### src/rtl/voice_allocator.sv
// ============================================================================
// voice_allocator: assigns song-reader notes to three voices, steals the
// shortest-remaining voice when all are busy, and paces the song in beats.
// Revision: 1.0
// ============================================================================
`default_nettype none

module voice_allocator #(
  parameter int NOTE_WIDTH = 6,
  parameter int DUR_WIDTH  = 6
) (
  input  logic                    clk_i,
  input  logic                    reset_i,
  input  logic                    play_i,
  input  logic                    beat_i,
  input  logic                    new_note_i,
  input  logic [NOTE_WIDTH-1:0]   note_i,
  input  logic [DUR_WIDTH-1:0]    duration_i,
  input  logic                    advance_i,
  output logic [2:0]              load_o,
  output logic [3*NOTE_WIDTH-1:0] voice_note_o,
  output logic [2:0]              voice_active_o,
  output logic [2:0]              voice_done_o,
  output logic                    note_done_o,
  output logic                    stolen_o,
  output logic                    protocol_err_o
);

  localparam logic [1:0] ST_IDLE = 2'd0;
  localparam logic [1:0] ST_WAIT = 2'd1;
  localparam logic [1:0] ST_DONE = 2'd2;

  logic [1:0]                 state_q, state_d;
  logic [DUR_WIDTH-1:0]       tcnt_q, tcnt_d;
  logic [2:0]                 active_q, active_d;
  logic [2:0][NOTE_WIDTH-1:0] vnote_q, vnote_d;
  logic [2:0][DUR_WIDTH-1:0]  vcnt_q, vcnt_d;
  logic [2:0]                 load_q, load_d;
  logic [2:0]                 done_q, done_d;
  logic                       stolen_q, stolen_d;
  logic                       perr_q, perr_d;

  logic       tick;
  logic       accept;
  logic       alloc;
  logic [2:0] expire;
  logic [2:0] free;
  logic [2:0] sel;

  assign tick   = beat_i && play_i;
  assign accept = new_note_i && (state_q == ST_IDLE);
  assign alloc  = accept && (note_i != '0) && (duration_i != '0);

  always_comb begin
    for (int i = 0; i < 3; i++) begin
      expire[i] = tick && active_q[i] && (vcnt_q[i] == DUR_WIDTH'(1));
      free[i]   = !active_q[i] || expire[i];
    end
  end

  // Free voices win by lowest index; otherwise steal the smallest remaining count.
  always_comb begin
    sel = 3'b000;
    if (free[0])
      sel = 3'b001;
    else if (free[1])
      sel = 3'b010;
    else if (free[2])
      sel = 3'b100;
    else if ((vcnt_q[0] <= vcnt_q[1]) && (vcnt_q[0] <= vcnt_q[2]))
      sel = 3'b001;
    else if (vcnt_q[1] <= vcnt_q[2])
      sel = 3'b010;
    else
      sel = 3'b100;
  end

  always_comb begin
    active_d = active_q;
    vnote_d  = vnote_q;
    vcnt_d   = vcnt_q;
    done_d   = 3'b000;
    load_d   = alloc ? sel : 3'b000;
    stolen_d = alloc && !(|free);
    for (int i = 0; i < 3; i++) begin
      if (load_d[i]) begin
        active_d[i] = 1'b1;
        vnote_d[i]  = note_i;
        vcnt_d[i]   = duration_i;
      end else if (expire[i]) begin
        active_d[i] = 1'b0;
        vnote_d[i]  = '0;
        vcnt_d[i]   = '0;
        done_d[i]   = 1'b1;
      end else if (tick && active_q[i]) begin
        vcnt_d[i]   = vcnt_q[i] - DUR_WIDTH'(1);
      end
    end
  end

  always_comb begin
    state_d = state_q;
    tcnt_d  = tcnt_q;
    perr_d  = perr_q || (new_note_i && (state_q != ST_IDLE));
    case (state_q)
      ST_IDLE: begin
        if (new_note_i) begin
          if (advance_i && (duration_i != '0)) begin
            state_d = ST_WAIT;
            tcnt_d  = duration_i;
          end else begin
            state_d = ST_DONE;
          end
        end
      end
      ST_WAIT: begin
        if (tick) begin
          if (tcnt_q == DUR_WIDTH'(1)) begin
            state_d = ST_DONE;
            tcnt_d  = '0;
          end else begin
            tcnt_d  = tcnt_q - DUR_WIDTH'(1);
          end
        end
      end
      ST_DONE: state_d = ST_IDLE;
      default: state_d = ST_IDLE;
    endcase
  end

  always_ff @(posedge clk_i) begin
    if (reset_i) begin
      state_q  <= ST_IDLE;
      tcnt_q   <= '0;
      active_q <= '0;
      vnote_q  <= '0;
      vcnt_q   <= '0;
      load_q   <= '0;
      done_q   <= '0;
      stolen_q <= 1'b0;
      perr_q   <= 1'b0;
    end else begin
      state_q  <= state_d;
      tcnt_q   <= tcnt_d;
      active_q <= active_d;
      vnote_q  <= vnote_d;
      vcnt_q   <= vcnt_d;
      load_q   <= load_d;
      done_q   <= done_d;
      stolen_q <= stolen_d;
      perr_q   <= perr_d;
    end
  end

  assign load_o         = load_q;
  assign voice_note_o   = vnote_q;
  assign voice_active_o = active_q;
  assign voice_done_o   = done_q;
  assign note_done_o    = (state_q == ST_DONE);
  assign stolen_o       = stolen_q;
  assign protocol_err_o = perr_q;

endmodule

`default_nettype wire

### config.mk
export PLATFORM = sky130hd
export DESIGN_NAME = voice_allocator
export DESIGN_NICKNAME = d
export VERILOG_FILES = /design/src/rtl/voice_allocator.sv
export SDC_FILE = /design/constraint.sdc
export NUM_CORES = 1
export LEC_CHECK = 0
export CAP_MARGIN = 10
export CORE_AREA = 2 2 89 91
export CTS_BUF_LIST = sky130_fd_sc_hd__clkbuf_4 sky130_fd_sc_hd__clkbuf_8 sky130_fd_sc_hd__clkbuf_16
export DETAILED_ROUTE_END_ITERATION = 7
export DIE_AREA = 0 0 91 93
export PLACE_DENSITY_LB_ADDON = 0.2
export SYNTH_ARGS = -nofsm -noshare
export SYNTH_HDL_FRONTEND = slang
export SYNTH_SLANG_ARGS = --single-unit
export TNS_END_PERCENT = 100
### constraint.sdc
create_clock -name clk_i -period 5.8 [get_ports clk_i]
set_input_delay 1.16 -clock clk_i [delete_from_list [all_inputs] [get_ports clk_i]]
set_output_delay 1.16 -clock clk_i [all_outputs]
set_load 0.005 [all_outputs]
==> metrics.cfg, run 1 <==
[run_status]
status=completed

[global_route]
grt_usage=0.2274
gr-total-overflow=0
grt_pass1_wl_um=15450
antenna_found_initial=0
grt_start_max_net_pins=29
grt_pass1_vias=3159

[clocking]
clock_latency_ns=0.32
ctsHtreeMaxLevel=2
cts.hold.buffers_added=0
post-cts-setup-buffers=0
cts_resized=0
cts_tree=yes
cts_sinks=55
cts_root_buf=clkbuf_8
cts_buffer_depth=2
cts_inserted_buffers=5
clkTransAtPathRegs_ns=0.11

[yosys]
netlist_area_mm2=0.003446
ys.flop_type=dfxtp_1
synthArstFlopShare=0
synth_top_area_frac=0.3195
synthTopCellsByCount=dfxtp_1, nand2_1, mux2i_1
synth_most_common_cell=dfxtp_1
synth_edf_count=0
synthesis.nets=444
ys_seq_elements=55
synthCells=400
yosysUniqueCellTypes=53
synth_seq_area_share=0.3195
avgSynthCellArea_um2=8.615
yosysWarnings=0
yosysTopAreaCell=dfxtp_1
yosys-top-cells-area=dfxtp_1, ha_1, mux2i_1, nand2_1, a21oi_1

[final_layout]
nets=481
area_delta_synth_final_pct=15.98
drive_gt1_frac=0.07094
final_util=0.5309
diodes=0

[power]
power_density_mw_per_mm2=238.2
worst_ir_drop_vdd_mv=0.1201
p_leak_nw=1.521

[worst_hold_path]
min-delay-start=protocol_err_o
hold_class=reg -> reg
holdPathEnd=protocol_err_o
hold_depth=2

[sta]
timing.slew.headroom=0.3462
fin_crit_ns=3.718
hold_viol=0
clock_skew_ns=0.007656
fmax_mhz=269.0
final_max_slew_viol_count=0
worst_slack_ns=2.082
fin_crit_sh=0.6410
rsz0062_at_grt=false
fin_setup_tns_ns=0
setup_viol=0
worst_slew_pin_slew_ns=0.9775

[drt]
dr.pass1.iters=4
avgRoutedWirePerCell_um=17.09
vias=3082
drc=0
wl_um=9209
first_iter_violations=157
vias_per_cell=5.718
ant_nets=0

[setup_path]
critPathKind=in -> reg
path_common_cell=nand3_1
reg2reg_from=vcnt_q[2]
r2r-end=vcnt_q[11]
cp_slowest_cell=a31oi_2
rrSetupSlack_ns=2.46
required_ns=6.02
arrival_ns=3.93
start_kind=input port
rr_worst_depth=7
path_cells=clkdlybuf4s50_1 -> nor4_1 -> nand3_1 -> and4_1 -> nand3_1 -> a31oi_2 -> mux2_2
cp-end-kind=flip-flop
critPathMaxStageDelay_ns=0.81
crit_fanout=13

[die]
die_area_mm2=0.008463
fp.dieH_um=93
initial_core_util=0.4578
io_pins=48
dieWidth_um=91
core_mm2=0.007527
row_count=32

[place]
io_buffers=47
dpl.hpwl_um=6992
gp_congestion=0.9117
pre_cts_ws_ns=1.780

[run]
drv_cap=0

==> state kept, by name (all words and copies together), names as in the netlist <==
name / count
vcnt_q: 18
voice_note_o: 18
tcnt_q: 6
load_o: 3
voice_active_o: 3
voice_done_o: 3
state_q: 2
protocol_err_o: 1
stolen_o: 1
==> cells by family (layout without fill, tap and decap cells) <==
family          Yosys count  count (layout)  synth area share
mux                      31              31           0.09114
fa+ha+maj                26              26           0.09441
xor+xnor                  3               3          0.007627
compound gates           94              94            0.1877
flops                    55              55            0.3195
simple gates            148             148            0.2302
buf+inv                  43              80           0.06935
==> placed cells by master, fill, tap and decap left out, types with 4 or more instances in the layout <==
master            n
a211oi_1         12
a21oi_1          27
a31oi_1           7
and3_1            6
clkbuf_8          5
clkdlybuf4s50_1  47
dfxtp_1          55
ha_1             26
inv_1            24
mux2i_1          28
nand2_1          37
nand2b_1          8
nand3_1          12
nand4_1           4
nor2_1           23
nor2b_1           9
nor3_1           23
nor4_1            5
o211ai_1          4
o21ai_0          13
o21bai_1          4
or2b_2            6
==> cell type report <==
| type | count | area [µm²] |
|---|---|---|
| tap | 102 | 127.6 |
| timing repair buffer | 49 | 485.5 |
| multi-input combinational | 302 | 2106 |
| fill | 731 | 3531 |
| inverter | 24 | 90.09 |
| clock buffer | 5 | 68.82 |
| clock inverter | 2 | 17.52 |
| sequential | 55 | 1101 |
==> metal layers <==
metal  global-route usage  share of wire
met1               0.2889           0.45
met4              0.07955          0.022
met5                    0              0
met2               0.3802           0.47
met3              0.05157          0.055
==> worst max-delay path, delay by kind of cell <==
kind            cells  cell delay, ns
mux                 1            0.41
simple gates        4            0.85
compound gates      1            0.81
buf+inv             1            0.70
==> stage by stage <==
stage	power, mW	instances	area (µm²)	hold slack (ns)
after floorplan	0.6455	400	3446	0.4421
after global placement	0.7287	532	3910	0.4352
after detailed placement	0.7366	532	3910	0.4445
after CTS	0.9554	539	3996	0.4679
after global routing	1.008	539	3996	0.4846
final	0.9519	539	3996	0.4583
==> how the worst max path moves through the flow <==
stage / startpoint / endpoint / slack [ns] / cells after the start
2_1_floorplan: play_i / vcnt_q[12] / 3.04 / 10
3_3_place_gp: duration_i[2] / vcnt_q[11] / 1.83 / 7
4_1_cts: duration_i[2] / vcnt_q[11] / 2.11 / 7
6_report: duration_i[2] / vcnt_q[11] / 2.08 / 7
3_5_place_dp: duration_i[2] / vcnt_q[11] / 1.78 / 7
5_1_grt: duration_i[2] / vcnt_q[11] / 1.94 / 7
==> report_power, final <==
part | switching [mW] | leakage, nW | internal, mW | total (mW)
combinational | 0.166 | 1.03 | 0.130 | 0.296
clock | 0.134 | 0.0446 | 0.0854 | 0.220
sequential | 0.0331 | 0.447 | 0.403 | 0.436
No activity file was read; power rests on OpenSTA's default activity.
==> inputs of run 2 (changes only) <==
- clock period: 5.8 -> 3.15 ns (I/O delays scaled with it)
==> run 2 against run 1 <==
Wire length down 3.9%. Global-route usage is 1.8 points lower. Largest power group unchanged. Register-to-register slack lost 2.1 ns. Via count fell by 1.8%. Core utilization is 1.6 points higher.
==> metrics.cfg, run 2 (synthesized netlist as in run 1, its figures left out) <==
[setup_path]
critPathKind=reg -> reg
rr_worst_depth=8  ; +1
path_delay_family=compound AO/OA/AOI/OAI gates
cp_slowest_cell=dfxtp_1
reg2reg_from=vcnt_q[5]
r2r-end=vcnt_q[10]
critPathMaxStageDelay_ns=0.51  ; -0.30 ns
start_kind=flip-flop
cp-end-kind=flip-flop
critical_path_buf_inv_count=1  ; unchanged
path_cells=ha_1 -> and4_1 -> and3_1 -> a31oi_1 -> o221ai_1 -> a31oi_2 -> buf_4 -> mux2i_1
arrival_ns=3.02  ; -0.91 ns
rrSetupSlack_ns=0.37  ; -2.09 ns
crit_fanout=10  ; -3
required_ns=3.39  ; -2.63 ns

[place]
dpl.hpwl_um=6761  ; -3.3%
dpl-instance-area_mm2=0.004023  ; +2.9%
pre_cts_ws_ns=0.2295  ; -1.550 ns
gp_congestion=0.8815  ; -3.3%
io_buffers=47  ; unchanged
dpl.cell_count=547  ; +2.8%

[worst_hold_path]
holdPathEnd=protocol_err_o
hold_depth=2  ; unchanged
min-delay-start=protocol_err_o
hold_class=reg -> reg

[sta]
timing.slew.headroom=0.5995  ; +0.2532
fmax_mhz=360.3
fin_setup_tns_ns=0  ; unchanged
setup_viol=0  ; unchanged
worst_slew_pin_slew_ns=0.6008  ; -0.3767 ns
fin_crit_sh=0.8811
final_max_slew_viol_count=0  ; unchanged
clock_skew_ns=0.01127  ; +0.003613 ns
hold_viol=0  ; unchanged
fin_crit_ns=2.775
hold_ws_ns=0.4625  ; +0.004248 ns
worst_slack_ns=0.3746  ; -1.708 ns
rsz0062_at_grt=false

[global_route]
grt_start_max_net_pins=34  ; +17%
grt_usage=0.2094  ; -0.01801
grt_pass1_vias=2807  ; -11%
antenna_found_initial=0  ; unchanged
gr-total-overflow=0  ; unchanged
grt_pass1_wl_um=14230  ; -7.9%

[die]
core_mm2=0.007527  ; unchanged
row_count=32  ; unchanged
initial_core_util=0.4578  ; unchanged
dieWidth_um=91  ; unchanged
die_area_mm2=0.008463  ; unchanged
io_pins=48  ; unchanged
fp.dieH_um=93  ; unchanged

[final_layout]
nets=496  ; +3.1%
layout_commonest_cell=dfxtp_1
regArea_mm2=0.001101  ; unchanged
fin_area_mm2=0.004114  ; +2.9%
stdcell_count=555  ; +3.0%
multi_input_area_mm2=0.002106  ; unchanged
layout_common_cells=dfxtp_1, clkdlybuf4s50_1, nand2_1, mux2i_1, a21oi_1
fill_cells=727  ; -0.55%
drive_gt1_frac=0.1038  ; +0.03281
area_delta_synth_final_pct=19.39
diodes=0  ; unchanged

[power]
p_leak_nw=1.600  ; +5.2%
worst_ir_drop_vdd_mv=0.2495  ; +110%
power_density_mw_per_mm2=438.3  ; +84%

[clocking]
cts_buffer_depth=2  ; unchanged
cts.hold.buffers_added=0  ; unchanged
cts_tree=yes
clkTransAtPathRegs_ns=0.11  ; about the same
post-cts-setup-buffers=0  ; unchanged
cts_sinks=55  ; unchanged
cts_inserted_buffers=5  ; unchanged
cts_resized=0  ; unchanged
clock_latency_ns=0.32  ; about the same
cts_root_buf=clkbuf_8
ctsHtreeMaxLevel=2  ; unchanged

[drt]
wl_um=8854  ; -3.9%
vias_per_cell=5.456  ; -4.6%
first_iter_violations=151  ; -3.8%
drc=0  ; unchanged
vias=3028  ; -1.8%
ant_nets=0  ; unchanged
avgRoutedWirePerCell_um=15.95  ; -6.6%
dr.pass1.iters=4  ; unchanged

[run_status]
status=completed

[run]
drv_cap=0  ; unchanged

## run 2: changes by cell type in the layout (fill, tap and decap cells not counted)
cell,previous run,this run
buf_4,2,17
clkinv_4,1,0
clkinv_2,0,1
inv_6,1,2
## run 2: power breakdown
| group | internal, mW | leakage [nW] | switching (mW) | total (mW) |
|---|---|---|---|---|
| clock | 0.162 | 0.0489 | 0.261 | 0.423 |
| sequential | 0.742 | 0.447 | 0.0561 | 0.798 |
| combinational | 0.272 | 1.10 | 0.310 | 0.582 |
| total | 1.18 | 1.60 | 0.626 | 1.80 |
## run 2: worst reg2reg max path: cells and delay by family (launching register included)
kind	cells	cell delay, ns
and+or+nand+nor	2	0.41
buffers and inverters	1	0.28
muxes	1	0.21
adders and majority gates	1	0.32
AOI/OAI and AO/OA	3	0.96
DFF	1	0.51
## run 2: area by class of cell
type / instances / share of cell area
Timing Repair Buffer: 64 / 0.1454
Multi-Input combinational cell: 302 / 0.5119
Clock buffer: 5 / 0.01673
Inverter: 24 / 0.02190
Sequential cell: 55 / 0.2676
Tap cell: 102 / 0.03102
Clock inverter: 3 / 0.005474
## run 2: stage by stage
stage	util	power (mW)
5_1_grt	0.5465	1.908
4_1_cts	0.5465	1.812
3_5_place_dp	0.5344	1.391
3_3_place_gp	0.5344	1.384
2_1_floorplan	-	1.189
6_report	0.5465	1.803
## run 2: routing by layer
metal | vias to the layer above | part of all wire | GRT usage
met5 | - | 0 | 0
li1 | 1550 | - | -
met2 | 79 | 0.45 | 0.3395
met4 | 0 | 0.015 | 0.04419
met3 | 11 | 0.045 | 0.03384
met1 | 1388 | 0.49 | 0.2944
## run 2: worst max-delay path by stage
stage | depth (start not counted) | endpoint | start | slack, ns
3_3_place_gp | 7 | vcnt_q[17] | play_i | 0.28
4_1_cts | 8 | vcnt_q[10] | vcnt_q[5] | 0.34
2_1_floorplan | 8 | vcnt_q[11] | vcnt_q[11] | 0.74
3_5_place_dp | 7 | vcnt_q[17] | play_i | 0.23
6_report | 8 | vcnt_q[10] | vcnt_q[5] | 0.37
5_1_grt | 8 | vcnt_q[10] | vcnt_q[5] | 0.16
==> inputs of run 3 (changes only) <==
--- a/config.mk
+++ b/config.mk
@@ -7,9 +7,10 @@
 export LEC_CHECK = 0
 export CAP_MARGIN = 10
-export CORE_AREA = 2 2 89 91
+export CORE_AREA = 2 2 91 93
 export CTS_BUF_LIST = sky130_fd_sc_hd__clkbuf_4 sky130_fd_sc_hd__clkbuf_8 sky130_fd_sc_hd__clkbuf_16
 export DETAILED_ROUTE_END_ITERATION = 7
-export DIE_AREA = 0 0 91 93
+export DIE_AREA = 0 0 93 95
 export PLACE_DENSITY_LB_ADDON = 0.2
+export REMOVE_ABC_BUFFERS = 1
 export SYNTH_ARGS = -nofsm -noshare
 export SYNTH_HDL_FRONTEND = slang
==> constraint.sdc (replaced) <==
create_clock -name clk_i -period 3.15 [get_ports clk_i]
set_input_delay 0.7875 -clock clk_i [delete_from_list [all_inputs] [get_ports clk_i]]
set_output_delay 0.7875 -clock clk_i [all_outputs]
set_load 0.005 [all_outputs]
==> run 3 against run 2 <==
Clock-buffer cell count did not move. Core utilization fell by 2.7 points. Setup slack better by 0.036 ns. Worst hold slack improved by 0.0023 ns. Clock skew grew 0.0019 ns. Register-to-register slack gained 0.22 ns. Power is essentially flat. First-iteration DRC count increased by 18%. Flip-flop and latch count did not move. Sequential power about the same. Highest routed layer unchanged. Fmax increased by 1.3%.
==> metrics.cfg, run 3 (synthesized netlist as in run 1, its figures left out) <==
[die]
dieWidth_um=93  ; +2.2%
io_pins=48  ; unchanged
fp.dieH_um=95  ; +2.2%
initial_core_util=0.4347  ; -0.02312
row_count=33  ; +3.1%
core_mm2=0.007928  ; +5.3%
die_area_mm2=0.008835  ; +4.4%

[power]
finalPower_mw=1.804  ; about the same
p_switching_uw=629.0  ; +0.44%
seq_power_share=0.444  ; about the same
pwr-share-clk=0.229  ; -0.005
p_leak_nw=1.587  ; -0.78%
power_frac_comb=0.327  ; +0.004
switching_share=0.3486  ; +0.001269
worst_ir_drop_vdd_mv=0.1675  ; -33%
p_int_mw=1.175  ; -0.12%
power_density_mw_per_mm2=438.2  ; about the same

[drt]
drc=0  ; unchanged
dr.pass1.iters=5  ; +1
vias_per_cell=5.541  ; +1.6%
vias=3081  ; +1.8%
first_iter_violations=178  ; +18%
ant_nets=0  ; unchanged
avgRoutedWirePerCell_um=16.39  ; +2.7%
wl_um=9111  ; +2.9%

[clocking]
cts_tree=yes
cts_sinks=55  ; unchanged
cts_root_buf=clkbuf_8
clkTransAtPathRegs_ns=0.11  ; about the same
cts_inserted_buffers=5  ; unchanged
post-cts-setup-buffers=0  ; unchanged
cts_buffer_depth=2  ; unchanged
clock_latency_ns=0.31  ; about the same
cts_resized=0  ; unchanged
cts.hold.buffers_added=0  ; unchanged
ctsHtreeMaxLevel=2  ; unchanged

[global_route]
use_met2=0.3545  ; +0.01496
antenna_found_initial=0  ; unchanged
gr-total-overflow=0  ; unchanged
use_met1=0.2975  ; +0.003045
grt_use_met3=0.04389  ; +0.01005
grt_pass1_vias=3019  ; +7.6%
grt_start_max_net_pins=26  ; -24%
grt-busiest-layer=met2
grt_pass1_wl_um=15210  ; +6.9%
grt_usage=0.2168  ; +0.007418

[setup_path]
cp-end-kind=flip-flop
required_ns=3.40  ; about the same
critPathMaxStageDelay_ns=0.65  ; +0.14 ns
cp_slowest_cell=clkdlybuf4s50_1
crit_fanout=9  ; -1
critPathKind=in -> reg
start_kind=input port
path_cells=clkdlybuf4s50_1 -> nand3_1 -> or3_4 -> nand2_4 -> or3_1 -> a21o_4 -> buf_4 -> mux2i_1
arrival_ns=2.99  ; -0.03 ns

[final_layout]
layout_commonest_cell=dfxtp_1
fill_cells=784  ; +7.8%
multi_input_area_mm2=0.002106  ; unchanged
area_delta_synth_final_pct=19.50  ; about the same
regArea_mm2=0.001101  ; unchanged
drive_gt1_frac=0.09978  ; -0.003974
layout_common_cells=dfxtp_1, clkdlybuf4s50_1, nand2_1, mux2i_1, a21oi_1
diodes=0  ; unchanged
nets=494  ; -0.40%

[sta]
fin_setup_tns_ns=0  ; unchanged
setup_viol=0  ; unchanged
final_max_slew_viol_count=0  ; unchanged
clock_skew_ns=0.01319  ; +0.001920 ns
timing.slew.headroom=0.5753  ; -0.02412
hold_viol=0  ; unchanged
fin_crit_sh=0.8696  ; -0.01147
fin_crit_ns=2.739  ; -0.03614 ns
rsz0062_at_grt=false
worst_slew_pin_slew_ns=0.6340  ; +0.03322 ns
fmax_mhz=365.1  ; +1.3%

[place]
io_buffers=47  ; unchanged
gp_congestion=0.8839  ; +0.27%
dpl.hpwl_um=6980  ; +3.2%

[run_status]
status=completed

[worst_hold_path]
hold_class=reg -> reg

[run]
drv_cap=0  ; unchanged

==> run 3: cell types whose count changed in the layout (fill, tap and decap cells not counted), sizes merged <==
cell | previous run | this run
buf | 17 | 15
clkinv | 1 | 2
clkinvlp | 0 | 1
inv | 26 | 24
==> run 3: cell type report <==
cell class,count,share of cell area
clock buffers,5,0.01671
clock inverters,3,0.006077
inverters,24,0.02188
multi-input cells,302,0.5114
flip-flops and latches,55,0.2674
well taps,105,0.03191
repair buffers,62,0.1446
==> run 3: metrics by stage <==
stage | hold WS [ns] | area, µm² | std cells | worst slack (ns) | util
detailed placement | 0.4455 | 4024 | 548 | 0.08901 | 0.5076
global placement | 0.4385 | 4024 | 548 | 0.1801 | 0.5076
global route | 0.4835 | 4118 | 556 | 0.1896 | 0.5194
CTS | 0.4695 | 4118 | 556 | 0.4334 | 0.5194
floorplan | 0.4360 | 3297 | 381 | 0.2557 | -
finish | 0.4649 | 4118 | 556 | 0.4108 | 0.5194
==> run 3: layer usage <==
layer,wire length (µm),vias to the layer above
met5,0,-
met2,4223,93
met1,4227,1435
li1,-,1544
met4,80,0
met3,580,9
==> run 3: path summary, 6_finish.rpt <==
kind	from	to	slack [ns]	cells after the start
worst max-delay path	beat_i	voice_note_o[12]	0.41	8
worst min-delay path	protocol_err_o	protocol_err_o	0.46	2
worst max register to register	vcnt_q[1]	voice_note_o[12]	0.59	9
worst min register to register	protocol_err_o	protocol_err_o	0.46	2
==> run 3: power groups by stage <==
stage	Sequential, mW	Clock, mW	Combinational [mW]
CTS	0.801	0.427	0.586
floorplan	0.801	0	0.365
detailed placement	0.816	0	0.583
global route	0.810	0.449	0.656
global placement	0.816	0	0.566
finish	0.801	0.413	0.590
==> run 3: critical path, delay by kind of cell <==
family | cells | cell delay, ns
buf+inv | 2 | 0.83
mux | 1 | 0.20
simple gates | 4 | 0.99
compound gates | 1 | 0.17
==> patch 1: new RTL, settings of run 3 <==
The output `voice_done_o` loses its register stage (`done_q` becomes a continuous assignment).
--- a/src/rtl/voice_allocator.sv
+++ b/src/rtl/voice_allocator.sv
@@ -137,5 +137,4 @@
       vcnt_q   <= '0;
       load_q   <= '0;
-      done_q   <= '0;
       stolen_q <= 1'b0;
       perr_q   <= 1'b0;
@@ -147,9 +146,10 @@
       vcnt_q   <= vcnt_d;
       load_q   <= load_d;
-      done_q   <= done_d;
       stolen_q <= stolen_d;
       perr_q   <= perr_d;
     end
   end
+
+  assign done_q = done_d;
 
   assign load_o         = load_q;
Behaviour: not the same (a bounded check fails within 4 cycles, from zero or initial values and one cycle with reset_i high).
==> patch 1 against run 3 <==
Power increased by 3.2%; sequential power decreased by 3.0%; cell area rose by 3.3%; area after synthesis is 8.6% lower; sequential share of layout area fell by 2.2 points; synthesized cell count decreased by 3.3%; wire length rose by 5.1%; worst setup slack got worse by 0.36 ns; sequential cell count fell by 3; largest cell class unchanged; combinational power increased by 16%.
==> patch 1: results (changes against run 3) <==
SYNTHESIS
------------------------------------------------------------------------------------
Parity-gate share of the synthesized area counting xor and xnor cells         2.224%   +1.5 points
Most numerous cell types in the synthesized netlist                     sky130_fd_sc_hd__dfxtp_1 (52), sky130_fd_sc_hd__nor2_1 (31), sky130_fd_sc_hd__a21oi_1 (30), sky130_fd_sc_hd__nand2_1 (29)
Complex-gate fraction of the synthesized area                                 24.07%   +5.3 points
Count of cell types in the netlist                                                60   +13%
Synth Area in Adders                                                          10.33%   +0.88 points
Async set-or-reset flop fraction in the synthesized netlist                       0%   unchanged
Yosys warns                                                                        0   unchanged
Multiplexer share of the synthesized area                                    0.7943%   -8.3 points
Prevailing post-synth register cell                                     sky130_fd_sc_hd__dfxtp_1
Biggest area contributors in the synthesized netlist                    sky130_fd_sc_hd__dfxtp_1 (33%), sky130_fd_sc_hd__ha_1 (10%), sky130_fd_sc_hd__a21oi_1 (4.8%)
Part of the Yosys area used for sequential elements                           33.04%   +1.1 points

POWER AND IR DROP
------------------------------------------------------------------------------------
Static power due to leakage                                                 1.738 nW   +9.5%
Net Sw Frac                                                                   34.77%   -0.093 points
IR Drop Worst-Case VDD                                                     0.2000 mV   +19%

TIMING
------------------------------------------------------------------------------------
Relative slew slack                                                           40.17%   -17 points
Final Skew                                                               0.009481 ns   -0.003709 ns

FINISH
------------------------------------------------------------------------------------
Filler cell count in the final layout                                            797   +1.7%
Layout cell share with drive strength beyond 1                                19.42%   +9.4 points
Total Nets Final                                                                 527   +6.7%

ROUTE
------------------------------------------------------------------------------------
First-pass iteration count of the detailed router                                  4   -1
Iteration-0 DRC Markers                                                          129   -28%
Ratio of routed vias to standard cells                                         5.440   -1.8%
Final WL                                                                     9572 um   +5.1%

HOLD PATH
------------------------------------------------------------------------------------
Worst hold-check path type                                              flip-flop to flip-flop

PLACE
------------------------------------------------------------------------------------
Post-detail-place hpwl                                                       7223 um   +3.5%
Gp weighted congestion                                                        0.8961   +1.4%

CLOCK TREE
------------------------------------------------------------------------------------
Number of buffers between clock root and the deepest sink                          2   unchanged
Number of buffers created by CTS                                                   5   unchanged
Clock latency reported for the late side of the worst-skew pair              0.30 ns
CTS clock-pin slew for the worst setup and hold paths                        0.09 ns   -0.02 ns

GLOBAL ROUTE
------------------------------------------------------------------------------------
Via count of the first global-routing pass                                     3,050   +1.0%
Pin count of the biggest net entering global routing                              30   +15%
Grt total ovfl                                                                     0   unchanged
All-layer global routing usage                                                22.08%   +0.40 points
Wire length of the first global-routing pass                               15,320 um   +0.73%

WORST SETUP PATH
------------------------------------------------------------------------------------
Maximum fanout encountered on the critical timing path                             3   -6
Arrival time of data at the critical path endpoint                           2.31 ns   -0.68 ns

OUTCOME
------------------------------------------------------------------------------------
Run status                                                              finished, final reports clean

==> patch 1: critical path: stages <==
cell	delay [ns]
sky130_fd_sc_hd__clkdlybuf4s15_1	0.24
sky130_fd_sc_hd__nor4_2	0.05
sky130_fd_sc_hd__buf_4	0.14
sky130_fd_sc_hd__nand3_2	0.08
sky130_fd_sc_hd__nand4_1	0.15
sky130_fd_sc_hd__or3_4	0.44
sky130_fd_sc_hd__and2_4	0.16
sky130_fd_sc_hd__dlygate4sd2_1	0.25
==> patch 1: power by group through the flow <==
stage | logic [mW] | registers, mW | clock network, mW
floorplan | 0.419 | 0.775 | 0
global placement | 0.651 | 0.786 | 0
detailed placement | 0.664 | 0.787 | 0
CTS | 0.679 | 0.774 | 0.417
global route | 0.760 | 0.786 | 0.433
finish | 0.686 | 0.777 | 0.400
==> patch 1: final cells by class <==
cell class              count  area, sq um  share of cell area (%)
clock buffers               6        76.32                   1.795
clock inverters             2        16.27                  0.3825
inverters                  26        97.59                   2.295
multi-input cells         292         1983                   46.63
flip-flops and latches     52         1042                   24.51
well taps                 105        131.4                   3.089
repair buffers            106        905.9                   21.30
==> patch 1: routing by layer <==
| metal | vias to the layer above | share of wire, % | global-route usage (%) |
|---|---|---|---|
| li1 | 1599 | - | - |
| met1 | 1514 | 45 | 29.44 |
| met2 | 74 | 48 | 36.96 |
| met3 | 17 | 4.8 | 2.554 |
| met4 | 0 | 2.2 | 7.966 |
| met5 | - | 0 | 0 |
==> patch 1: per-stage QoR <==
step / cells / area, sq um / worst slack [ns] / hold slack, ns
after global placement: 578 / 4095 / -0.5203 / 0.4362
after detailed placement: 578 / 4095 / -0.5133 / 0.4471
after global routing: 589 / 4253 / 0.001371 / 0.4871
final: 589 / 4253 / 0.05208 / 0.4599
after floorplan: 370 / 3073 / -0.06834 / 0.4304
after CTS: 588 / 4227 / 0.01029 / 0.4619
==> patch 1: worst paths after layout <==
| check | startpoint | endpoint | slack, ns | depth (start not counted) |
|---|---|---|---|---|
| max | duration_i[0] | voice_done_o[2] | 0.05 | 8 |
| min | protocol_err_o | protocol_err_o | 0.46 | 2 |
| max reg2reg | vcnt_q[10] | vcnt_q[14] | 0.51 | 10 |
| min reg2reg | protocol_err_o | protocol_err_o | 0.46 | 2 |
==> patch 1: timing repair <==
action | 4_1_cts | 5_1_grt
hold buffers | 0 | 0
endpoints found under the setup margin | 3 | 2
resized for setup | 29 | 10
buffers inserted | 2 | 1
pin swaps | 6 | 2
==> patch 2: new RTL, flow settings as in run 3 <==
Without the edit above. The parameter `NOTE_WIDTH` goes from 6 to 12.
--- a/src/rtl/voice_allocator.sv
+++ b/src/rtl/voice_allocator.sv
@@ -7,5 +7,5 @@
 
 module voice_allocator #(
-  parameter int NOTE_WIDTH = 6,
+  parameter int NOTE_WIDTH = 12,
   parameter int DUR_WIDTH  = 6
 ) (
Interface: changed (resized note_i and voice_note_o); port bits go from 48 to 72. The function was not compared with the original's and may differ.
==> patch 2 against run 3 <==
Clock power increased by 86%; first-iteration DRC count increased by 40%; power increased by 36%; non-clock buffer count increased by 46; worst setup slack got worse by 0.25 ns; largest cell class unchanged; wire length increased by 20%; area after synthesis increased by 13%; cell area increased by 24%; combinational power increased by 7.6%; sequential cell count increased by 18.
==> patch 2: results (changes against run 3) <==
GLOBAL ROUTE
------------------------------------------------------------------------------
All-layer global routing usage                                          25.54%   +3.9 points
Met3 track utilization from global routing                              6.145%   +1.8 points
Via count of the first global-routing pass                               3,469   +15%
Wire length of the first global-routing pass                         17,570 um   +16%
GR Layer Usage met1                                                     34.35%   +4.6 points

PLACE
------------------------------------------------------------------------------
Post-detail-place hpwl                                                 7832 um   +12%
Gp weighted congestion                                                  0.9463   +7.1%
Setup slack after placement                                         -0.1467 ns   -0.2357 ns
Cell area after placement                                         0.004890 sq mm   +22%

ROUTE
------------------------------------------------------------------------------
Post-DR wirelength/cell                                               16.50 um   +0.71%
Iteration-0 DRC Markers                                                    250   +40%
Ratio of routed vias to standard cells                                   5.745   +3.7%
Final WL                                                             10,930 um   +20%

WORST SETUP PATH
------------------------------------------------------------------------------
Arrival time of data at the critical path endpoint                     3.23 ns   +0.24 ns
Maximum fanout encountered on the critical timing path                      37   +28
Critical R2R Capture                                                 vcnt_q[6]
Crit path kind                                                    flip-flop to flip-flop

FINISH
------------------------------------------------------------------------------
Layout cell share with drive strength beyond 1                          15.26%   +5.3 points
Total Nets Final                                                           602   +22%
Area of the multi-input gates                                     0.002220 sq mm   +5.4%
Filler cell count in the final layout                                      699   -11%

SYNTHESIS
------------------------------------------------------------------------------
Gate count of the mapped netlist                                           457   +14%
Most numerous cell types in the synthesized netlist               sky130_fd_sc_hd__dfxtp_1 (73), sky130_fd_sc_hd__nand2_1 (48), sky130_fd_sc_hd__nor2_1 (43), sky130_fd_sc_hd__a21oi_1 (34), sky130_fd_sc_hd__ha_1 (26)
Biggest area contributors in the synthesized netlist              sky130_fd_sc_hd__dfxtp_1 (38%), sky130_fd_sc_hd__ha_1 (8.4%), sky130_fd_sc_hd__nand2_1 (4.6%)

CLOCK TREE
------------------------------------------------------------------------------
Count of H-tree levels built during CTS                                      3   +1
Number of buffers created by CTS                                             9   +4
CTS clock-pin slew for the worst setup and hold paths                  0.07 ns   -0.04 ns
Clock latency reported for the late side of the worst-skew pair        0.35 ns   +0.04 ns

POWER AND IR DROP
------------------------------------------------------------------------------
Static power due to leakage                                           1.967 nW   +24%
Seq pwr share                                                            42.8%   -1.6 points
Reported combinational group power                                      635 uW   +7.6%

OUTCOME
------------------------------------------------------------------------------
Run status                                                        finished, final reports clean

TIMING
------------------------------------------------------------------------------
Final Skew                                                          0.01162 ns   -0.001573 ns
Relative slew slack                                                     28.33%   -29 points

-- patch 2: kinds of logic after synthesis --
logic type	Yosys count	share of synthesized area (%)
and+or+nand+nor	178	23.13
AOI/OAI and AO/OA	120	23.00
DFF	73	37.57
buffers and inverters	49	5.371
adders and majority gates	26	8.363
xor gates and xnor gates	8	1.801
muxes	3	0.7720
-- patch 2: area by class of cell --
type                       instances  area share (%)
multi-input combinational        335           43.52
inverter                          25           1.840
tap                              105           2.576
clock buffer                      12           3.116
clock inverter                     4           1.006
sequential                        73           28.66
timing repair buffer             108           19.28
-- patch 2: critical path, cell delays in order (launching register included) --
cell and delay [ns]:
sky130_fd_sc_hd__dfxtp_1 0.36, sky130_fd_sc_hd__inv_1 0.09, sky130_fd_sc_hd__ha_1 0.31, sky130_fd_sc_hd__a21oi_1 0.12, sky130_fd_sc_hd__a21boi_0 0.11, sky130_fd_sc_hd__o32ai_1 0.50, sky130_fd_sc_hd__o211ai_1 0.24, sky130_fd_sc_hd__a21oi_4 0.78
sky130_fd_sc_hd__nor4_1 0.12, sky130_fd_sc_hd__a31o_2 0.24
-- patch 2: worst min path at each step --
stage	from	end	slack (ns)	cells after the start
2_1_floorplan	tcnt_q[5]	tcnt_q[5]	0.43	2
3_3_place_gp	protocol_err_o	protocol_err_o	0.44	2
3_5_place_dp	protocol_err_o	protocol_err_o	0.45	2
4_1_cts	protocol_err_o	protocol_err_o	0.46	2
5_1_grt	protocol_err_o	protocol_err_o	0.48	2
6_report	protocol_err_o	protocol_err_o	0.45	2
-- patch 2: routing by layer --
| layer | wire length [um] | share of wire (%) |
|---|---|---|
| met5 | 0 | 0 |
| met4 | 232 | 2.1 |
| met3 | 634 | 5.8 |
| met2 | 5042 | 46 |
| met1 | 5015 | 46 |
